==> config.mk <==
export PLATFORM = sky130hd
export DESIGN_NAME = datapath_mc_flat
export DESIGN_NICKNAME = d
export VERILOG_FILES = /design/src/rtl/datapath_mc_if.sv /design/src/rtl/datapath_mc.sv /design/src/flat_wrapper.sv
export SDC_FILE = /design/constraint.sdc
export NUM_CORES = 1
export LEC_CHECK = 0
export ABC_AREA = 1
export CAP_MARGIN = 25
export CORE_AREA = 4 4 136 138
export CTS_CLUSTER_SIZE = 24
export DETAILED_ROUTE_END_ITERATION = 7
export DIE_AREA = 0 0 140 142
export PLACE_DENSITY_LB_ADDON = 0.25
export SKIP_LAST_GASP = 1
export SLEW_MARGIN = 25
export SYNTH_ARGS = -nofsm -noshare
export SYNTH_HDL_FRONTEND = slang
export SYNTH_SLANG_ARGS = --single-unit
==> constraint.sdc <==
create_clock -name clk -period 6.6 [get_ports clk]
set_clock_uncertainty 0.15 [all_clocks]
set_input_delay 0.66 -clock clk [delete_from_list [all_inputs] [get_ports clk]]
set_output_delay 0.66 -clock clk [all_outputs]
set_load 0.005 [all_outputs]
==> src/rtl/datapath_mc_if.sv <==
// Instruction-memory req/ack fetch bus between datapath_mc (master) and the
// instruction memory (slave).
interface datapath_mc_if #(
    parameter int PC_W = 8
);
    logic            imem_req;
    logic [PC_W-1:0] imem_addr;
    logic            imem_ack;
    logic [7:0]      imem_rdata;

    modport master (output imem_req, imem_addr, input imem_ack, imem_rdata);
    modport slave  (input imem_req, imem_addr, output imem_ack, imem_rdata);
endinterface

==> src/rtl/datapath_mc.sv <==
// Multicycle RISC datapath: req/ack instruction fetch, FETCH/DECODE/EXECUTE/WRITEBACK
// sequencing, 4-entry register file. Define DATAPATH_MC_CARRY_EN for carry tracking and ADC.
module datapath_mc #(
    parameter int DATA_W = 8,
    parameter int PC_W   = 8
) (
    input  logic              clk,
    input  logic              rst,
    datapath_mc_if.master     imem,
    output logic [7:0]        instruction,
    output logic [DATA_W-1:0] alu_result,
    output logic [PC_W-1:0]   pc_value,
    output logic              zero_flag,
    output logic              carry_flag,
    output logic              halted,
    input  logic [1:0]        dbg_sel,
    output logic [DATA_W-1:0] dbg_data
);
    typedef enum logic [2:0] {IDLE, FETCH, DECODE, EXECUTE, WRITEBACK, HALT} state_t;

    state_t            state;
    state_t            next_state;
    logic [DATA_W-1:0] regs [4];
    logic [DATA_W-1:0] op_a;
    logic [DATA_W-1:0] op_b;
    logic              req_q;
    logic [3:0]        opcode;
    logic [1:0]        rd;
    logic [1:0]        rs;
    logic              is_alu;
    logic              take_branch;
    logic [DATA_W:0]   alu_val;
    logic [PC_W-1:0]   branch_off;

    assign opcode      = instruction[7:4];
    assign rd          = instruction[3:2];
    assign rs          = instruction[1:0];
    assign branch_off  = {{(PC_W-4){instruction[3]}}, instruction[3:0]};
    assign take_branch = (opcode == 4'h9) || (opcode == 4'h8 && zero_flag);

    assign imem.imem_req  = req_q;
    assign imem.imem_addr = pc_value;
    assign dbg_data       = regs[dbg_sel];

`ifdef DATAPATH_MC_CARRY_EN
    logic carry_q;
    assign is_alu     = (opcode >= 4'h1 && opcode <= 4'h7) || opcode == 4'hA;
    assign carry_flag = carry_q;
`else
    logic unused_carry;
    assign is_alu       = (opcode >= 4'h1 && opcode <= 4'h7);
    assign carry_flag   = 1'b0;
    assign unused_carry = alu_val[DATA_W];
`endif

    // Top bit of alu_val is the carry/borrow; logic ops leave it clear.
    always_comb begin
        alu_val = {1'b0, op_a};
        case (opcode)
            4'h1: alu_val = {1'b0, op_a} + {1'b0, op_b};
            4'h2: alu_val = {1'b0, op_a} - {1'b0, op_b};
            4'h3: alu_val = {1'b0, op_a & op_b};
            4'h4: alu_val = {1'b0, op_a | op_b};
            4'h5: alu_val = {1'b0, op_a ^ op_b};
            4'h6: alu_val = {1'b0, op_a} + (DATA_W+1)'(1);
            4'h7: alu_val = {op_a, 1'b0};
`ifdef DATAPATH_MC_CARRY_EN
            4'hA: alu_val = {1'b0, op_a} + {1'b0, op_b} + (DATA_W+1)'(carry_q);
`endif
            default: ;
        endcase
    end

    always_comb begin
        next_state = state;
        case (state)
            IDLE:      next_state = FETCH;
            FETCH:     if (imem.imem_ack) next_state = DECODE;
            DECODE:    next_state = EXECUTE;
            EXECUTE:   next_state = WRITEBACK;
            WRITEBACK: next_state = (opcode == 4'hF) ? HALT : FETCH;
            HALT:      next_state = HALT;
            default:   next_state = IDLE;
        endcase
    end

    always_ff @(posedge clk or negedge rst) begin
        if (!rst) state <= IDLE;
        else      state <= next_state;
    end

    // The request is registered from next_state so it rises on entry to FETCH
    // and drops on the same edge that samples the ack.
    always_ff @(posedge clk or negedge rst) begin
        if (!rst) begin
            req_q       <= 1'b0;
            instruction <= '0;
            pc_value    <= '0;
            alu_result  <= '0;
            zero_flag   <= 1'b0;
            halted      <= 1'b0;
            op_a        <= '0;
            op_b        <= '0;
            for (int i = 0; i < 4; i++) regs[i] <= '0;
        end else begin
            req_q <= (next_state == FETCH);
            case (state)
                FETCH: begin
                    if (imem.imem_ack) begin
                        instruction <= imem.imem_rdata;
                        pc_value    <= pc_value + PC_W'(1);
                    end
                end
                DECODE: begin
                    op_a <= regs[rd];
                    op_b <= regs[rs];
                end
                EXECUTE: begin
                    if (is_alu) begin
                        alu_result <= alu_val[DATA_W-1:0];
                        zero_flag  <= (alu_val[DATA_W-1:0] == '0);
                    end
                end
                WRITEBACK: begin
                    if (is_alu)             regs[rd] <= alu_result;
                    if (take_branch)        pc_value <= pc_value + branch_off;
                    if (opcode == 4'hF)     halted   <= 1'b1;
                end
                default: ;
            endcase
        end
    end

`ifdef DATAPATH_MC_CARRY_EN
    always_ff @(posedge clk or negedge rst) begin
        if (!rst)                              carry_q <= 1'b0;
        else if (state == EXECUTE && is_alu)   carry_q <= alu_val[DATA_W];
    end
`endif
endmodule

==> src/flat_wrapper.sv <==
// flat-port wrapper written by rule: the top's interface ports become plain ports
module datapath_mc_flat 
#(
    parameter int DATA_W = 8,
    parameter int PC_W   = 8
)
  (clk, rst, instruction, alu_result, pc_value, zero_flag, carry_flag, halted, dbg_sel, dbg_data, imem_imem_req, imem_imem_addr, imem_imem_ack, imem_imem_rdata);
  datapath_mc_if #(.PC_W(PC_W)) imem_i ();
  input  logic clk;
  input  logic rst;
  output logic [7:0] instruction;
  output logic [DATA_W-1:0] alu_result;
  output logic [PC_W-1:0] pc_value;
  output logic zero_flag;
  output logic carry_flag;
  output logic halted;
  input  logic [1:0] dbg_sel;
  output logic [DATA_W-1:0] dbg_data;
  output wire logic [$bits(imem_i.imem_req)-1:0] imem_imem_req;
  output wire logic [$bits(imem_i.imem_addr)-1:0] imem_imem_addr;
  input wire logic [$bits(imem_i.imem_ack)-1:0] imem_imem_ack;
  input wire logic [$bits(imem_i.imem_rdata)-1:0] imem_imem_rdata;
  assign imem_imem_req = imem_i.imem_req;
  assign imem_imem_addr = imem_i.imem_addr;
  assign imem_i.imem_ack = imem_imem_ack;
  assign imem_i.imem_rdata = imem_imem_rdata;
  datapath_mc #(.DATA_W(DATA_W), .PC_W(PC_W)) u_core (.clk(clk), .rst(rst), .imem(imem_i), .instruction(instruction), .alu_result(alu_result), .pc_value(pc_value), .zero_flag(zero_flag), .carry_flag(carry_flag), .halted(halted), .dbg_sel(dbg_sel), .dbg_data(dbg_data));
endmodule
==> metrics.cfg, run 1 <==
[floorplanning]
row_count=48
coreArea_sq_um=17200
start_util=0.295
dieWidth_um=140
die_area_sq_um=19900
die_h_um=142
io-pin-count=57

[timing]
rsz0062_at_grt=no
period_minus_slack_ns=3.50
finalCritPeriodShare=0.530
worst_pin_slew_ns=0.737
setup_slack_ns=3.10
setup_violations=0
hold_viol=0
drv_slew=0
max_freq_mhz=286
relSlewSlack=0.507
fin_tns_setup_ns=0

[drt]
wl_met1_um=7020
wl_met3_um=421
route.detailed.drc=0
drt-pass1-iter-count=5
drt.antenna.violating_nets=0
wl_per_cell_um=15.2
dr_wl_met2_um=6880
via_count=4641
drt_iter0_drc=314
finalWirelength_um=14500
highest_layer=met4
vias_per_cell=4.85

[global_route]
antenna_found_initial=0
grt_pass1_wl_um=24300
grt_use_total=0.151
grt-ovfl-total=0
grt_pass1_vias=4437
grt_max_degree=46

[power]
switching_power_uw=220
p_comb_frac=0.036
clock_power_share=0.494
p_per_area_nw_per_um2=167
power.internal_uw=797
pwr-share-seq=0.470
p_sw_frac=0.217
power_uw=1020
ir_worst_vdd_uv=111
leakage_uw=0.00277

[logic_synthesis]
synth_top_area_share=0.385
avgSynthCellArea_sq_um=7.44
yosysUniqueCellTypes=37
synth_cells=682
synth_area_leader_cell=dfrtp_1
yosysWarnings=0
yosysSeqAreaShare=0.385
synth_area_sq_um=5070
synth_seq_cells=78
synth_fp_nets=728
synth_top_cells_by_area=dfrtp_1 38%, nand2_1 13%, o21ai_0 9.4%

[clock_tree]
clk_pin_slew_ns=0.06
clock_sinks=78
ctsResizeCount=0
ctsHtreeMaxLevel=3
cts_tree=done
clk_latency_ns=0.34
cts_hold_buf=0
clockRootBuffer=clkbuf_16
ctsLongestPathBuffers=2
postCtsSetupBuffers=0
cts_inserted_buffers=9

[place]
place_hpwl_um=11100
globalplace.congestion=0.829
dp_slack_ns=3.10
place_area_sq_um=5810
io_buffer_count=55

[setup_path]
cpPeakStageDelay_ns=0.67
timing.rr.end=u_core.zero_flag
critPathCapture=dbg_data[7]
path_common_cell=clkdlybuf4s50_1
path_cells=clkdlybuf4s50_1 > inv_1 > o21ai_0 > o22ai_1 > clkdlybuf4s50_1
cp_slowest_cell=clkdlybuf4s50_1
startpoint=dbg_sel[0]
critPathLaunchType=primary input
worstRegToRegCells=17
path_class=primary input to primary output
crit_required_ns=5.79
worstReg2RegStart=u_core.instruction[6]
endpoint_kind=primary output
path_max_fanout=17
ff2ff_setup_slack_ns=3.52
arrival_ns=2.69

[layout]
ff_latch_area_sq_um=1950
fill_cells=1910
layout-drive-gt1-share=0.0575
final_cell_mix=169 x nand2_1, 95 x o21ai_0, 78 x dfrtp_1
syn2layout_area_growth_pct=20.3
final_common_cell=nand2_1
antenna_cells=0
final_nets=773
multi_input_area_sq_um=2740
fin_area_sq_um=6100

[hold_path]
worstHoldPathType=primary input to async pin

[status]
status=finished clean

[flow_run]
drv_cap=0

-- routing by layer --
| layer | up-vias | GRT usage |
|---|---|---|
| met2 | 91 | 0.245 |
| met3 | 9 | 0.0155 |
| met1 | 2178 | 0.214 |
| met4 | 0 | 0.0484 |
| met5 | - | 0 |
| li1 | 2363 | - |
-- worst max-delay path: cells and delay by family --
kind,cells,cell delay [ns]
compound gates,2,0.33
buf+inv,3,1.70
-- registers in the layout, indices dropped and copies added (netlist names) --
| register | count |
|---|---|
| u_core.alu_result | 8 |
| u_core.halted | 1 |
| u_core.imem.imem_addr | 8 |
| u_core.imem.imem_req | 1 |
| u_core.instruction | 8 |
| u_core.op_a | 8 |
| u_core.op_b | 8 |
| u_core.regs | 32 |
| u_core.state | 3 |
| u_core.zero_flag | 1 |
-- power by group through the flow --
stage	Combinational (uW)	Sequential (uW)	Clock, uW
2_1_floorplan	9.57	487	0
3_3_place_gp	35.6	487	0
3_5_place_dp	37.8	487	0
4_1_cts	38.2	478	516
5_1_grt	42.2	478	537
6_report	36.9	478	502
-- how the worst min path moves through the flow --
| stage | from | end |
|---|---|---|
| finish | rst | u_core.imem.imem_addr[4] |
| global route | rst | u_core.imem.imem_addr[4] |
| CTS | rst | u_core.imem.imem_addr[4] |
| detailed placement | u_core.halted | u_core.halted |
| global placement | u_core.halted | u_core.halted |
| floorplan | rst | u_core.alu_result[0] |
-- synthesized netlist by cell type --
library cell	number
nand2_1	169
o21ai_0	95
dfrtp_1	78
nor2_1	72
inv_1	61
nand3_1	35
ha_1	31
a21oi_1	21
o22ai_1	16
buf_4	10
a22oi_1	9
a41oi_1	8
clkbuf_1	8
nand2_2	6
nand4_1	6
nor2_4	6
buf_2	5
nor2_2	5
nor3_1	5
inv_2	4
nand3b_1	4
o21ai_1	4
xnor2_1	4
a31oi_1	2
clkinv_1	2
fa_1	2
o211ai_1	2
or2_2	2
xor2_1	2
a211oi_1	1
a21o_1	1
and3_1	1
conb_1	1
nor2_8	1
nor3_2	1
nor3b_1	1
o41ai_1	1
-- layout make-up --
class | count | share of cell area
clock buffer | 12 | 0.0404
clock inverter | 3 | 0.00738
inverter | 67 | 0.0412
multi-input combinational | 514 | 0.450
sequential | 78 | 0.320
tap | 225 | 0.0461
timing repair buffer | 57 | 0.0955
-- stage by stage --
step / hold slack [ns] / cells / utilization
finish: 0.120 / 956 / 0.355
global route: 0.159 / 956 / 0.355
CTS: 0.132 / 956 / 0.355
detailed placement: 0.304 / 941 / 0.338
global placement: 0.302 / 940 / 0.337
floorplan: 0.214 / 682 / -
-- kinds of logic after synthesis --
logic type | share of synthesized area
xor gates and xnor gates | 0.0104
DFF | 0.385
and+or+nand+nor | 0.269
buffers and inverters | 0.0752
adders and majority gates | 0.0844
AOI/OAI and AO/OA | 0.175
other | 0.000739
(Power assumes the default switching activity.)
==> run 2, diff against run 1 <==
==> constraint.sdc (replaced) <==
create_clock -name clk -period 2.8 [get_ports clk]
set_clock_uncertainty 0.15 [all_clocks]
set_input_delay 0.28 -clock clk [delete_from_list [all_inputs] [get_ports clk]]
set_output_delay 0.28 -clock clk [all_outputs]
set_load 0.005 [all_outputs]
==> run 2 against run 1 <==
  * Non-clock buffer count is 28 higher
  * Wire length is 1.7% higher
  * Final cell count increased by 3.0%
  * Critical path depth grew 11
  * Count of clock-buffer cells in the layout decreased by 3
  * Critical path type is now flip-flop to flip-flop
  * Register-to-register slack worse by 3.4 ns
  * Via count increased by 2.6%
  * Total power increased to 2.6 times the previous value
  * Global-route usage about the same
  * Flip-flop and latch count is the same
  * Highest routed layer unchanged
  * Largest power group unchanged
  * Critical endpoint is now u_core.zero_flag
==> metrics.cfg, run 2 (synthesized netlist as in run 1, its figures left out) <==
[drt]
wl_per_cell_um=15.0  ; -1.3%
route.detailed.drc=0  ; unchanged
vias_per_cell=4.83  ; -0.43%
finalWirelength_um=14700  ; +1.7%
drt_iter0_drc=363  ; +16%
via_count=4761  ; +2.6%
drt.antenna.violating_nets=0  ; unchanged
drt-pass1-iter-count=5  ; unchanged

[global_route]
grt-ovfl-total=0  ; unchanged
grt_pass1_vias=4560  ; +2.8%
grt_max_degree=45  ; -2.2%
antenna_found_initial=0  ; unchanged
grt_pass1_wl_um=24400  ; +0.26%
grt_use_total=0.151  ; -0.000166

[power]
ir_worst_vdd_uv=328  ; +200%
leakage_uw=0.00296  ; +6.9%
p_per_area_nw_per_um2=401  ; +140%

[place]
place_area_sq_um=5960  ; +2.6%
place_hpwl_um=11300  ; +2.3%
io_buffer_count=55  ; unchanged
dp_slack_ns=0.135  ; -2.97 ns
dp.cells=962  ; +2.2%
globalplace.congestion=0.897  ; +8.2%

[timing]
rsz0062_at_grt=yes
worst_pin_slew_ns=0.596  ; -0.141 ns
hold_slack_ns=0.295  ; +0.176 ns
period_minus_slack_ns=2.65
setup_violations=0  ; unchanged
fin_tns_setup_ns=0  ; unchanged
setup_slack_ns=0.146  ; -2.96 ns
finalCritPeriodShare=0.948
drv_slew=0  ; unchanged
max_freq_mhz=377
hold_viol=0  ; unchanged
relSlewSlack=0.600  ; +0.0931

[floorplanning]
dieWidth_um=140  ; unchanged
coreArea_sq_um=17200  ; unchanged
io-pin-count=57  ; unchanged
die_h_um=142  ; unchanged
row_count=48  ; unchanged
die_area_sq_um=19900  ; unchanged
start_util=0.295  ; unchanged

[layout]
fin_area_sq_um=6480  ; +6.1%
final_nets=801  ; +3.6%
layout-drive-gt1-share=0.124  ; +0.0662
syn2layout_area_growth_pct=27.7
final_cell_mix=166 x nand2_1, 90 x o21ai_0, 78 x dfrtp_1
final_common_cell=nand2_1
largest_register=u_core.regs
layout.cells.non_filler=985  ; +3.0%
largest_reg_flops=32  ; unchanged
antenna_cells=0  ; unchanged

[clock_tree]
cts_inserted_buffers=9  ; unchanged
ctsHtreeMaxLevel=3  ; unchanged
clk_pin_slew_ns=0.06  ; about the same
ctsLongestPathBuffers=2  ; unchanged
clock_sinks=78  ; unchanged
cts_tree=done
clk_latency_ns=0.34  ; about the same
clockRootBuffer=clkbuf_16

[flow_run]
drv_cap=0  ; unchanged

[setup_path]
endpoint_kind=flip-flop
crit_required_ns=2.88  ; -2.91 ns
path_class=flip-flop to flip-flop
path_max_fanout=5  ; -12
worstRegToRegCells=16  ; -1
ff2ff_setup_slack_ns=0.15  ; -3.37 ns
critPathLaunchType=flip-flop
worstReg2RegStart=u_core.instruction[5]
timing.rr.end=u_core.zero_flag
arrival_ns=2.74  ; +0.05 ns

[hold_path]
worstHoldPathType=primary input to async pin

[status]
status=finished clean

-- run 2: cell types whose count changed in the layout (fill, tap and decap cells not counted), sizes merged --
cell,previous run,this run
inv,65,66
clkinvlp,2,3
clkbuf,12,9
bufinv,1,3
buf,3,30
dlygate4sd3,0,1
-- run 2: metrics by stage --
| stage | util | power (uW) |
|---|---|---|
| detailed placement | 0.347 | 1240 |
| global placement | 0.347 | 1240 |
| CTS | 0.368 | 2630 |
| floorplan | - | 1170 |
| global route | 0.377 | 2690 |
| finish | 0.377 | 2600 |
-- run 2: timing repair --
action / 4_1_cts / 5_1_grt
gates resized for setup: 0 / 34
hold buffers: 1 / 0
buffers inserted: 0 / 6
endpoints found under the setup margin: 0 / 4
hold endpoints to repair: 34 / 0
-- run 2: cell type report --
class / instances / area [sq um]
Clock inverter: 7 / 121
Timing Repair Buffer: 85 / 792
Fill cell: 1804 / 10700
Inverter: 67 / 254
Multi-Input combinational cell: 514 / 2850
Clock buffer: 9 / 225
Tap cell: 225 / 282
Sequential cell: 78 / 1950
-- run 2: where the power goes --
group	leakage [uW]	internal, uW	switching [uW]
sequential	0.00101	1130	0
combinational	0.00179	40.1	48.0
clock	0.000158	875	509
-- run 2: how the worst max path moves through the flow --
stage / start / to / slack [ns] / depth (start not counted)
2_1_floorplan: u_core.instruction[5] / u_core.zero_flag / 0.24 / 17
3_5_place_dp: u_core.op_b[0] / u_core.zero_flag / 0.13 / 15
4_1_cts: u_core.op_b[0] / u_core.zero_flag / 0.12 / 15
5_1_grt: u_core.op_b[1] / u_core.zero_flag / -0.05 / 17
6_report: u_core.instruction[5] / u_core.zero_flag / 0.15 / 16
3_3_place_gp: u_core.op_b[0] / u_core.zero_flag / 0.13 / 15
-- run 2: metal layers --
metal  vias to the layer above  track usage  share of wire
li1                       2423            -              -
met1                      2217        0.209           0.48
met2                        98        0.242           0.46
met3                        23       0.0259          0.039
met4                         0       0.0484          0.017
met5                         -            0              0
-- run 2: critical path, stage by stage (launching register included) --
cell	delay (ns)
dfrtp_1	0.37
inv_2	0.07
nor2_4	0.15
inv_2	0.06
nor2_4	0.20
nand2_2	0.07
nand3_1	0.07
o21ai_1	0.08
ha_1	0.39
nand2_2	0.10
or2_2	0.31
nand4_1	0.10
nand3_2	0.08
a22oi_2	0.18
nor2_1	0.07
nand2_1	0.06
nand2_1	0.04
